File: src/rtl/vgroup_sequencer.sv
//------------------------------------------------------------------------------
// Module  : vgroup_sequencer
// Brief   : Splits one accepted vector instruction into per-register uops,
//           vl-aware, with register-group alignment checking.
// Rev     : 1.0  initial release
//------------------------------------------------------------------------------
`default_nettype none

module vgroup_sequencer #(
  parameter int VLEN = 128,
  parameter int EW   = $clog2(VLEN) + 1
) (
  input  logic          clk,
  input  logic          rst,
  input  logic          in_valid,
  output logic          in_ready,
  input  logic [4:0]    raA,
  input  logic [4:0]    raB,
  input  logic [4:0]    rdest,
  input  logic [2:0]    lmul_reg,
  input  logic [1:0]    sew,
  input  logic [EW-1:0] vl,
  output logic          uop_valid,
  input  logic          uop_ready,
  output logic [4:0]    uop_raA,
  output logic [4:0]    uop_raB,
  output logic [4:0]    uop_rdest,
  output logic [2:0]    uop_idx,
  output logic [EW-1:0] uop_elems,
  output logic          uop_first,
  output logic          uop_last,
  output logic          stall,
  output logic          done,
  output logic          illegal
);

  localparam int EPR_SEW8 = VLEN / 8;

  typedef enum logic [0:0] {
    IDLE  = 1'b0,
    ISSUE = 1'b1
  } state_t;

  state_t        state_q, state_d;
  logic [4:0]    ra_a_q, ra_a_d;
  logic [4:0]    ra_b_q, ra_b_d;
  logic [4:0]    rdest_q, rdest_d;
  logic [2:0]    idx_q, idx_d;
  logic [EW-1:0] rem_q, rem_d;
  logic [EW-1:0] epr_q, epr_d;
  logic          done_q, done_d;
  logic          illegal_q, illegal_d;

  logic [EW-1:0] epr_in;
  logic [EW-1:0] vlmax_in;
  logic [EW-1:0] rem_in;
  logic [4:0]    lmul_mask;
  logic          is_illegal;
  logic          issuing;
  logic          cur_last;
  logic [EW-1:0] cur_elems;

  // VLMAX never exceeds VLEN for legal LMUL, so EW bits hold it exactly.
  assign epr_in     = EW'(EPR_SEW8) >> sew;
  assign vlmax_in   = epr_in << lmul_reg[1:0];
  assign rem_in     = (vl < vlmax_in) ? vl : vlmax_in;
  assign lmul_mask  = (5'd1 << lmul_reg[1:0]) - 5'd1;
  assign is_illegal = lmul_reg[2] | (|((raA | raB | rdest) & lmul_mask));

  assign issuing    = (state_q == ISSUE);
  assign cur_last   = (rem_q <= epr_q);
  assign cur_elems  = cur_last ? rem_q : epr_q;

  always_comb begin
    state_d   = state_q;
    ra_a_d    = ra_a_q;
    ra_b_d    = ra_b_q;
    rdest_d   = rdest_q;
    idx_d     = idx_q;
    rem_d     = rem_q;
    epr_d     = epr_q;
    done_d    = 1'b0;
    illegal_d = 1'b0;
    case (state_q)
      IDLE: begin
        if (in_valid) begin
          if (is_illegal) begin
            illegal_d = 1'b1;
          end else if (vl == '0) begin
            done_d = 1'b1;
          end else begin
            state_d = ISSUE;
            ra_a_d  = raA;
            ra_b_d  = raB;
            rdest_d = rdest;
            idx_d   = 3'd0;
            rem_d   = rem_in;
            epr_d   = epr_in;
          end
        end
      end
      ISSUE: begin
        if (uop_ready) begin
          idx_d = idx_q + 3'd1;
          rem_d = rem_q - cur_elems;
          if (cur_last) begin
            state_d = IDLE;
            done_d  = 1'b1;
          end
        end
      end
      default: state_d = IDLE;
    endcase
  end

  always_ff @(posedge clk) begin
    if (rst) begin
      state_q   <= IDLE;
      ra_a_q    <= '0;
      ra_b_q    <= '0;
      rdest_q   <= '0;
      idx_q     <= '0;
      rem_q     <= '0;
      epr_q     <= '0;
      done_q    <= 1'b0;
      illegal_q <= 1'b0;
    end else begin
      state_q   <= state_d;
      ra_a_q    <= ra_a_d;
      ra_b_q    <= ra_b_d;
      rdest_q   <= rdest_d;
      idx_q     <= idx_d;
      rem_q     <= rem_d;
      epr_q     <= epr_d;
      done_q    <= done_d;
      illegal_q <= illegal_d;
    end
  end

  // Uop fields read as zero whenever no group is in flight.
  assign uop_valid = issuing;
  assign uop_raA   = issuing ? (ra_a_q + 5'(idx_q)) : 5'd0;
  assign uop_raB   = issuing ? (ra_b_q + 5'(idx_q)) : 5'd0;
  assign uop_rdest = issuing ? (rdest_q + 5'(idx_q)) : 5'd0;
  assign uop_idx   = issuing ? idx_q : 3'd0;
  assign uop_elems = issuing ? cur_elems : '0;
  assign uop_first = issuing & (idx_q == 3'd0);
  assign uop_last  = issuing & cur_last;
  assign stall     = issuing;
  assign in_ready  = ~issuing;
  assign done      = done_q;
  assign illegal   = illegal_q;

endmodule

`default_nettype wire
File: config.mk
export PLATFORM = sky130hd
export DESIGN_NAME = vgroup_sequencer
export DESIGN_NICKNAME = d
export VERILOG_FILES = /design/src/rtl/vgroup_sequencer.sv
export SDC_FILE = /design/constraint.sdc
export NUM_CORES = 1
export LEC_CHECK = 0
export BUFFER_PORTS_ARGS = -buffer_cell sky130_fd_sc_hd__buf_2
export CAP_MARGIN = 40
export CORE_MARGIN = 2
export CORE_UTILIZATION = 54
export DETAILED_ROUTE_END_ITERATION = 7
export PLACE_DENSITY = 0.81
export SETUP_SLACK_MARGIN = 0.02
export SYNTH_ARGS = -nofsm -noshare
export SYNTH_HDL_FRONTEND = slang
export SYNTH_SLANG_ARGS = --single-unit
File: constraint.sdc
create_clock -name clk -period 3.75 [get_ports clk]
set_clock_uncertainty 0.05 [all_clocks]
set_input_delay 0.75 -clock clk [delete_from_list [all_inputs] [get_ports clk]]
set_output_delay 0.75 -clock clk [all_outputs]
set_load 0.05 [all_outputs]
==> flow_summary.toml <==
[placed_design]
io_buffers = 61
placedInstanceArea_sq_mm = 0.00293
dp_hpwl_um = 5150
globalplace.congestion = 0.892
dp_worst_setup_slack_ps = 252

[sta]
timing.hold.ws_ps = 421
fin_crit_ps = 3490
slew_headroom_pct = 51.1
slew_violations = 0
finalSetupTns_ps = 0
fin_crit_sh_pct = 93.0
hold_violations = 0
setup_ws_ps = 262
fmax_ghz = 0.287
setup_viol = 0
tightestPinTransition_ps = 733
rsz0062_at_grt = "false"

[worst_hold_path]
worstHoldStart = "epr_q[3]$_SDFFE_PP0P_"
hold_path_class = "flop to flop"

[yosys]
synthCells = 332
synthesis.area_sq_mm = 0.00262
synth.top_cells.by_area = "dfxtp_1 25%, ha_1 12%, a21oi_1 7.7%"
yosysUniqueCellTypes = 56
synth_top_area_share_pct = 25.3
seq_area_frac_synth_pct = 25.3
yosysWarnings = 0
synthArstFlopShare_pct = 0
synth-seq-cells = 33
synth_area_leader_cell = "dfxtp_1"
synthFlopType = "dfxtp_1"
synth_edf_count = 0
syn_area_per_cell_sq_um = 7.88

[clock_network]
cts_tree = "done"
numCtsBuffers = 5
clk_latency_ps = 290
hold_buffers = 0
cts.clk_slew.worst_paths_ps = 70
clkSinkCount = 33
cts_max_path_buffers = 2
root_buffer = "clkbuf_8"
cts.htree.levels = 2

[grt]
grt_use_met3_pct = 4.66
grt_max_degree = 35
busiest_layer = "met2"
met2_usage_pct = 44.3
groute.layer.met1.usage_pct = 34.5
grtUsageTotal_pct = 26.7
antenna_found_initial = 0
overflow = 0
grt_pass1_wl_um = 11300
grt_pass1_vias = 2488

[critical_path]
r2r-start = "epr_q[4]$_SDFFE_PP0P_"
ff2ff_setup_slack_ps = 260
cp_top_family = "compound AO/OA/AOI/OAI gates"
worst-path-buf-inv = 2
end_kind = "flop"
critPathLaunch = "epr_q[4]$_SDFFE_PP0P_"
critical_path_required_ps = 3930
slowest_stage = "a2111oi_2"
start_kind = "flop"
path_class = "flop to flop"
path_cells = "inv_1 > ha_1 > nand4_1 > or2_2 > a2111oi_2 > buf_4 > nand3_1 > and2_1 > ha_1 > o21ai_0 > a21oi_1 > or3_1 > a21oi_1 > a32o_1"
worstPathMaxFanout = 6
worst_ep_arrival_time_ps = 3670
slowest_delay_ps = 390

[drt]
drc = 0
totalWireLength_um = 6900
dr.first_iter.drc_count = 229
via_per_inst = 5.95
postRouteAntennaNets = 0
wl_per_cell_um = 15.6
dr.pass1.iters = 4
via_count = 2638

[flow_run]
drv_cap = 0

[pwr]
p_leak_nw = 1.30
ir_worst_vdd_v = 0.000132
p_per_area_mw_per_mm2 = 286

[floorplanning]
num_rows = 25
fp.coreArea_sq_mm = 0.00469
dieArea_sq_mm = 0.00542
dieHeight_um = 73.6
io_pins = 65
initial_core_util_pct = 55.7
chipWidth_um = 73.6

[status]
outcome = "complete, no violations"

[final_layout]
nets = 450
antenna_cells = 0
syn_to_final_growth_pct = 16.7
layout-drive-gt1-share_pct = 21.3
utilization_pct = 65.0
stdcell_area_sq_mm = 0.00305
final_cell_mix = "61 x buf_2, 48 x nand2_1, 40 x a21oi_1, 33 x dfxtp_1, 26 x ha_1"
final_common_cell = "buf_2"
-- timing repair --
action                                  4_1_cts  5_1_grt
endpoints found under the setup margin        0        3
buffers inserted                              0        0
resized for setup                             0        2
-- registers in the layout, summed over array words and instances (netlist names), 3 cells and up --
name and flops:
epr_q 4, ra_b_q 5, rdest_q 5, idx_q 3, rem_q 8, ra_a_q 5
-- worst min-delay path, cell delays in order, from the launching register on --
cell	delay [ps]
dfxtp_1	320
nand2_1	60
a21oi_1	50
-- cell usage after synthesis, types with 5 or more instances --
cell      count
a21oi_1      40
nor2_1       17
inv_1        13
nor3_1       11
xnor2_1       7
and2_1       13
nand2_1      48
dfxtp_1      33
clkbuf_1     11
xor2_1        6
nor2b_1       9
ha_1         26
o21ai_0      11
nand2b_1      5
nand3_1       9
-- power by group --
part	switching [mW]	internal [mW]	leakage (nW)	total, mW
combinational	0.0997	0.0586	0.976	0.158
sequential	0.00498	0.356	0.266	0.361
clock	0.136	0.217	0.0585	0.353
-- final timing paths --
| kind | to | depth (start not counted) |
|---|---|---|
| max | rem_q[5]$_SDFFE_PP0P_ | 14 |
| min | epr_q[3]$_SDFFE_PP0P_ | 2 |
| max reg2reg | rem_q[5]$_SDFFE_PP0P_ | 14 |
| min reg2reg | epr_q[3]$_SDFFE_PP0P_ | 2 |
-- cells by family (layout without fill, tap and decap cells) --
logic type	after synthesis	after routing	share of synthesized area, %
mux	3	3	1.24
compound gates	89	89	22.2
simple gates	132	132	25.8
fa+ha+maj	30	30	15.5
other cells	1	4	0.143
flops	33	33	25.3
buf+inv	31	85	5.41
xor+xnor	13	13	4.35
-- through the flow --
stage	total power [mW]	std cells
2_1_floorplan	0.477	335
4_1_cts	0.871	443
6_report	0.871	443
3_5_place_dp	0.524	435
5_1_grt	0.906	443
3_3_place_gp	0.519	435
-- per-layer routing --
metal / part of all wire (%) / vias up / wire length, um
met1: 43 / 1208 / 2970
li1: - / 1295 / -
met4: 1.9 / 0 / 130
met3: 7.5 / 16 / 518
met5: 0 / - / 0
met2: 48 / 119 / 3290
-- cell type report --
class / count / area [sq um]
clock buffers: 7 / 86.3
repair buffers: 64 / 328
well taps: 54 / 67.6
inverters: 13 / 48.8
flip-flops and latches: 33 / 661
multi-input cells: 271 / 1830
clock inverters: 1 / 30.0
fillers: 413 / 1640
Power figures use the tool's default switching activity.
